$ cat src/rtl/board_monitor.sv
// Life-board generation monitor: counts population, detects still/period-2/extinct boards, requests halt.
// Latency: flags, population and gen_done register 1 cycle after the row-7 write edge.
// Backpressure: none; every wr_en edge is accepted, and an out-of-order row aborts the sweep with seq_err.
module board_monitor #(
    parameter int WIDTH     = 8,
    parameter int REGBITS   = 3,
    parameter int HOLD_GENS = 4
) (
    input  logic               ph1,
    input  logic               reset,
    input  logic               wr_en,
    input  logic [REGBITS-1:0] addr,
    input  logic [WIDTH-1:0]   new_r,
    input  logic [WIDTH-1:0]   old_r,
    output logic               gen_done,
    output logic [6:0]         population,
    output logic [15:0]        generation,
    output logic               extinct,
    output logic               still,
    output logic               osc2,
    output logic               halt,
    output logic               seq_err
);

    localparam int         ROWS     = 1 << REGBITS;
    localparam logic [3:0] HOLD_LIM = 4'(HOLD_GENS);

    logic [REGBITS-1:0] exp_row;
    logic [6:0]         sum;
    logic               chg_ok;
    logic               osc_ok;
    logic               hist_valid;
    logic [3:0]         stall_cnt;
    logic [WIDTH-1:0]   hist [ROWS];

    logic [6:0] row_pop;
    logic       in_order;
    logic       row_zero;
    logic       take;
    logic       last;
    logic [6:0] acc_sum;
    logic       acc_chg;
    logic       acc_osc;
    logic       sweep_ext;
    logic       sweep_osc2;
    logic [3:0] stall_nx;

    always_comb begin
        row_pop = '0;
        for (int i = 0; i < WIDTH; i++) begin
            row_pop = row_pop + {6'b0, new_r[i]};
        end
    end

    // A row-0 write always opens a fresh sweep, whether or not it was the expected row.
    always_comb begin
        in_order   = (addr == exp_row);
        row_zero   = (addr == '0);
        take       = wr_en & (in_order | row_zero);
        last       = take & ~row_zero & (addr == '1);
        acc_sum    = row_zero ? row_pop : sum + row_pop;
        acc_chg    = (row_zero | chg_ok) & (new_r == old_r);
        acc_osc    = (row_zero | osc_ok) & (new_r == hist[addr]);
        sweep_ext  = (acc_sum == '0);
        sweep_osc2 = acc_osc & hist_valid & ~acc_chg;
        if (sweep_ext | acc_chg | sweep_osc2) begin
            stall_nx = (stall_cnt == 4'hF) ? 4'hF : stall_cnt + 4'd1;
        end else begin
            stall_nx = '0;
        end
    end

    always_ff @(posedge ph1) begin
        if (reset) begin
            exp_row    <= '0;
            sum        <= '0;
            chg_ok     <= 1'b0;
            osc_ok     <= 1'b0;
            hist_valid <= 1'b0;
            stall_cnt  <= '0;
            for (int r = 0; r < ROWS; r++) begin
                hist[r] <= '0;
            end
            gen_done   <= 1'b0;
            seq_err    <= 1'b0;
            population <= '0;
            generation <= '0;
            extinct    <= 1'b0;
            still      <= 1'b0;
            osc2       <= 1'b0;
            halt       <= 1'b0;
        end else begin
            gen_done <= last;
            seq_err  <= wr_en & ~in_order;
            if (take) begin
                sum           <= acc_sum;
                chg_ok        <= acc_chg;
                osc_ok        <= acc_osc;
                hist[addr]    <= old_r;
                exp_row       <= addr + 1'b1;
            end else if (wr_en) begin
                exp_row <= '0;
            end
            if (last) begin
                population <= acc_sum;
                extinct    <= sweep_ext;
                still      <= acc_chg;
                osc2       <= sweep_osc2;
                hist_valid <= 1'b1;
                if (generation != 16'hFFFF) begin
                    generation <= generation + 16'd1;
                end
                stall_cnt <= stall_nx;
                if (stall_nx >= HOLD_LIM) begin
                    halt <= 1'b1;
                end
            end
        end
    end

endmodule

$ cat config.mk
export PLATFORM = sky130hd
export DESIGN_NAME = board_monitor
export DESIGN_NICKNAME = d
export VERILOG_FILES = /design/src/rtl/board_monitor.sv
export SDC_FILE = /design/constraint.sdc
export NUM_CORES = 1
export LEC_CHECK = 0
export CAP_MARGIN = 20
export CORE_AREA = 2 2 115 117
export CTS_CLUSTER_DIAMETER = 100
export DETAILED_ROUTE_END_ITERATION = 8
export DIE_AREA = 0 0 117 119
export HOLD_SLACK_MARGIN = 0.1
export MAX_ROUTING_LAYER = met4
export PLACE_DENSITY = 0.65
export SLEW_MARGIN = 20
export SYNTH_ARGS = -nofsm -noshare
export SYNTH_HDL_FRONTEND = slang
export SYNTH_SLANG_ARGS = --single-unit
$ cat constraint.sdc
create_clock -name ph1 -period 6.9 [get_ports ph1]
set_clock_uncertainty 0.1 [all_clocks]
set_input_delay 1.38 -clock ph1 [delete_from_list [all_inputs] [get_ports ph1]]
set_output_delay 1.38 -clock ph1 [all_outputs]
set_load 0.01 [all_outputs]
# Word-level counts from Yosys, hierarchy flattened
# Memory sizes are Yosys's and may differ from the RTL's.
# Cells that the tools add are included.
# totals
regBits	46
ram_bits	64
n_memories	1
elab_cells	68
out_inout_bits	29
input_bits	22
# classes
n_bitwise	16
add_sub_neg	11
muxes	13
n_reduce_logical	6
n_eq_ne	6
n_lt_le_gt_ge	1
# mem_list
name	depth	width	read_ports	rd_ports_with_merged_regs	write_ports	line_no	source
hist	8	8	1	0	8	34	logic [WIDTH-1:0] hist [ROWS];
# op_table
cell	count
$add 16x1->16 const B	1
$eq 8x8->1	2
$ne 16x16->1 const B	1
$mux 3	3
$and 1x1->1	8
$mux 4	2
$mux 8	1
$reduce_or 8->1	1
$add 6x1->7	1
$add 7x1->7	1
$add 7x7->7	1
$logic_not 7->1	1
$mux 7	1
$add 5x1->6	1
$mux 1	6
$add 4x1->5	1
$or 1x1->1	5
$add 3x1->4	1
$add 4x1->4 const B	1
$eq 4x4->1 const B	1
$ge 4x3->1 const B	1
$reduce_and 2->1	2
$add 2x1->3	1
$add 3x1->3 const B	1
other kinds (6)	8

# Depth between registers and ports, before layout
# depth
ltp_word	15
mapped_depth	16
ltp_nobuf	16

# Least setup slack after synthesis
# No wires, ideal clock.
# synth_timing
path_kind	in2reg
start	in new_r[0]
end	reg stall_cnt[2]
n_path_buf	0
path_slack_ns	1.236
cell_stages	16
arrival_time_ns	5.477
required_ns	6.712
setup_time_ns	0.088
cell_sequence	fa_1 -> inv_1 -> fa_1 -> fa_1 -> inv_1 -> ha_1 -> fa_1 -> inv_1 -> fa_1 -> nand3b_1 -> and3_1 -> o21ai_0 -> nand3_1 -> o21ai_0 -> a211oi_2 -> nor4_2
# synth_between
elab_chain_len	13
word_cells_on_any_way	20
classes_between	add/sub: 8; eq/ne: 2; mux: 2; bitwise: 7; reduce/logical: 1
# synth_rtl
element	line_no	source
from (decl)	13	input logic [WIDTH-1:0] new_r,
$add 1x1->2	51	row_pop = row_pop + {6'b0, new_r[i]};
$add 2x1->3	51	
$add 3x1->4	51	
$add 4x1->5	51	
$add 5x1->6	51	
$add 6x1->7	51	
$add 7x1->7	51	
$add 7x7->7	61	acc_sum = row_zero ? row_pop : sum + row_pop;
$mux 7	61	
$logic_not 7->1	64	sweep_ext = (acc_sum == '0);
$or 1x1->1	66	if (sweep_ext | acc_chg | sweep_osc2) begin
$or 1x1->1 *	66	
$mux 4 *	66	
to (signal assigned)	113	stall_cnt <= stall_nx;
to (decl)	33	logic [3:0] stall_cnt;
# Every way passes the cells marked *; elsewhere a longest branch is shown, timed or not.
# A chain may end at the register's enable or synchronous reset.

# Worst setup path after layout
# layout_timing
start	in new_r[0]
end	reg stall_cnt[0]
# Same word-level chain as after synthesis.

==> summary.txt <==
Place
  – Dpl cells: 727
  – Port Buffers: 50
  – Final GP Congestion: 0.874
  – Detailed placer's ending HPWL: 8790 um

Global routing
  – Vias in the first global route: 3828
  – GRT overflow: 0
  – Largest net degree at the start of global routing: 58
  – First-pass GRT wire length: 19600 um
  – GRT Overall Usage: 0.193
  – Initial antenna violation count: 0

Pwr
  – Internal: 0.00108 W
  – Peak supply drop: 0.239 mV
  – Sequential power share: 0.500
  – Power Dens Cells: 217 nW/um^2
  – Leak pwr: 2.42 nW
  – Sw Share: 0.250
  – Power share of the clock group: 0.366
  – Total Power: 0.00143 W
  – Comb power frac: 0.134
  – P_sw: 0.000358 W

Final layout
  – Share of post-route cells with drive strength above 1: 0.0794
  – Area grow syn2layout: 17.3%
  – Final Instance Count excl. Fillers: 743
  – Fin nets: 602
  – N_diodes: 0

Run
  – Max_cap viols: 0

Logic synthesis
  – Sequential area share after synthesis: 0.504
  – Register bit total from synthesis: 110
  – Count leader, synth: and2_1
  – Syn nets: 552
  – Synthesized area per cell: 11.0 sq um
  – Synth top area cells: edfxtp_1 (34%), dfxtp_1 (16%), and2_1 (7.4%)
  – Ys Warns: 0
  – Post-synth top area cell: edfxtp_1
  – Post-synth EDFFs: 64
  – Ys async rst share: 0
  – Most used DFF post-synth: edfxtp_1
  – Post-Syn Instances: 512
  – Unique masters post-synth: 47
  – Synth top cells by count: and2_1 (67), edfxtp_1 (64), nor2_1 (63), dfxtp_1 (46), a21oi_1 (31)
  – Top-area cell type share of the netlist area: 0.341
  – Cell area after synthesis: 5640 sq um

Routing
  – DRT antenna net count: 0
  – Via count: 3852
  – First DRT Iteration DRCs: 225
  – WL per Instance: 16.8 um
  – Routed vias/inst: 5.18
  – Final WL: 12500 um
  – DRC violations left: 0
  – Initial DRT Pass Iterations: 4

Timing
  – FMAX: 0.162 GHz
  – Max-slew violation count: 0
  – RSZ-0062 raised after global routing: false
  – Fin crit period: 6.16 ns
  – Final hold slack: 0.363 ns
  – Slew Limit Headroom: 0.443
  – Slew at the pin with the worst max-slew slack: 0.833 ns
  – Fin crit share: 0.892
  – # setup viols final: 0
  – Total Neg Setup Slack: 0 ns
  – Final hold viol count: 0

Clock network
  – Clock buffer depth: 2
  – Clock buffer count from CTS: 9
  – Clk sink count: 110
  – Post-CTS resize count: 0
  – TritonCTS clock tree: yes
  – Root buffer cell: clkbuf_16
  – Clk_lat worst skew: 0.36 ns
  – H-Tree Level Count: 3
  – Setup Fix Bufs, Post-CTS: 0
  – Clock edge transition at the registers on the reported setup and hold paths: 0.07 ns
  – Hold_buf cts: 0

Floorplanning
  – Die area: 13900 sq um
  – Rows: 42
  – Io pins: 51
  – Core Region: 12900 sq um
  – Initial Util: 0.438
  – Die Height: 119 um
  – Die X: 117 um

Worst setup path
  – Crit Path Max Fanout: 4
  – Worst EP arrival: 6.33 ns
  – Worst Path Required: 7.08 ns
  – CP most frequent cell: fa_1
  – Cells along the critical path: clkdlybuf4s50_1 > fa_1 > inv_1 > fa_1 > fa_1 > inv_1 > ha_1 > fa_1 > inv_1 > fa_1 > nand3b_1 > a21oi_1 > mux2i_1 > nand2_1 > o21ai_0 > nand3_1 > a31oi_1
  – CP endpoint kind: flop
  – Max stage delay cell, worst path: fa_1
  – Critical Path Source Type: input pin
  – Worst path max stage delay: 0.56 ns
  – WP buf/inv: 4
  – Crit path kind: input pin to flop
  – CP top delay family: adder cells

Min path
  – Hold Crit Class: flop to flop

Run status
  – Status: finished clean
## tightest hold or removal path: cells and delay by family (launching register included)
family        cells  cell delay [ns]
flops             1             0.32
simple gates      2             0.10
## power by group through the flow
stage,logic (W),registers [W],clock network (W)
detailed placement,0.000194,0.000732,0
CTS,0.000195,0.000717,0.000535
floorplan,0.000135,0.000729,0
global placement,0.000190,0.000731,0
finish,0.000192,0.000717,0.000525
global route,0.000215,0.000718,0.000558
## kinds of logic after synthesis
group                    count (synthesis)  share of synthesized area
AO/OA/AOI/OAI                           60                     0.0654
multiplexers                            32                     0.0967
flip-flops                             110                      0.504
AND/OR/NAND/NOR                        228                      0.215
adder cells (fa/ha/maj)                 18                     0.0466
buffers and inverters                   34                     0.0262
XOR/XNOR                                30                     0.0466
## sequential cells by signal, indices dropped and copies added, names as in the netlist
signal / cells
chg_ok: 1
stall_cnt: 4
sum: 7
osc2: 1
osc_ok: 1
gen_done: 1
exp_row: 3
still: 1
halt: 1
generation: 16
seq_err: 1
hist: 64
hist_valid: 1
population: 7
extinct: 1
## metrics by stage
step | utilization | area [sq um] | setup slack (ns)
after floorplan | - | 5640 | 1.24
after global placement | 0.491 | 6320 | 0.493
after detailed placement | 0.491 | 6320 | 0.368
after CTS | 0.514 | 6620 | 0.754
after global routing | 0.514 | 6620 | 0.336
final | 0.514 | 6620 | 0.743
## metal layers
layer | vias to the layer above | track usage | part of all wire
met2 | 72 | 0.318 | 0.51
met5 | - | - | 0
met3 | 8 | 0.0473 | 0.043
li1 | 1918 | - | -
met1 | 1854 | 0.242 | 0.44
met4 | 0 | 0.0397 | 0.012
## worst paths after layout
check / slack (ns) / endpoint / cells after the start / start
setup / recovery: 0.74 / stall_cnt[0]$_SDFFE_PP0P_ / 17 / new_r[0]
hold reg to reg: 0.36 / exp_row[0]$_SDFFE_PP0P_ / 2 / exp_row[0]$_SDFFE_PP0P_
setup reg to reg: 4.10 / stall_cnt[0]$_SDFFE_PP0P_ / 10 / sum[0]$_SDFFE_PP0P_
hold / removal: 0.36 / exp_row[0]$_SDFFE_PP0P_ / 2 / exp_row[0]$_SDFFE_PP0P_
## cells in the final DEF (no fill, tap or decap), types with 13 or more instances in the layout
cell,count
and2_1,67
edfxtp_1,64
nor2_1,63
clkdlybuf4s50_1,49
dfxtp_1,46
a21oi_1,31
nand2_1,26
xnor2_1,23
inv_1,16
nand3_1,15
mux2i_1,14
o21ai_0,13
ha_1,13
## cell type report
| class | instances | area (sq um) |
|---|---|---|
| Fill cell | 1183 | 6260 |
| Sequential cell | 110 | 2840 |
| Multi-Input combinational cell | 368 | 2650 |
| Timing Repair Buffer | 57 | 548 |
| Clock buffer | 9 | 225 |
| Tap cell | 176 | 220 |
| Clock inverter | 7 | 71.3 |
| Inverter | 16 | 60.1 |
Note: power is estimated with default switching activity, not from simulation.
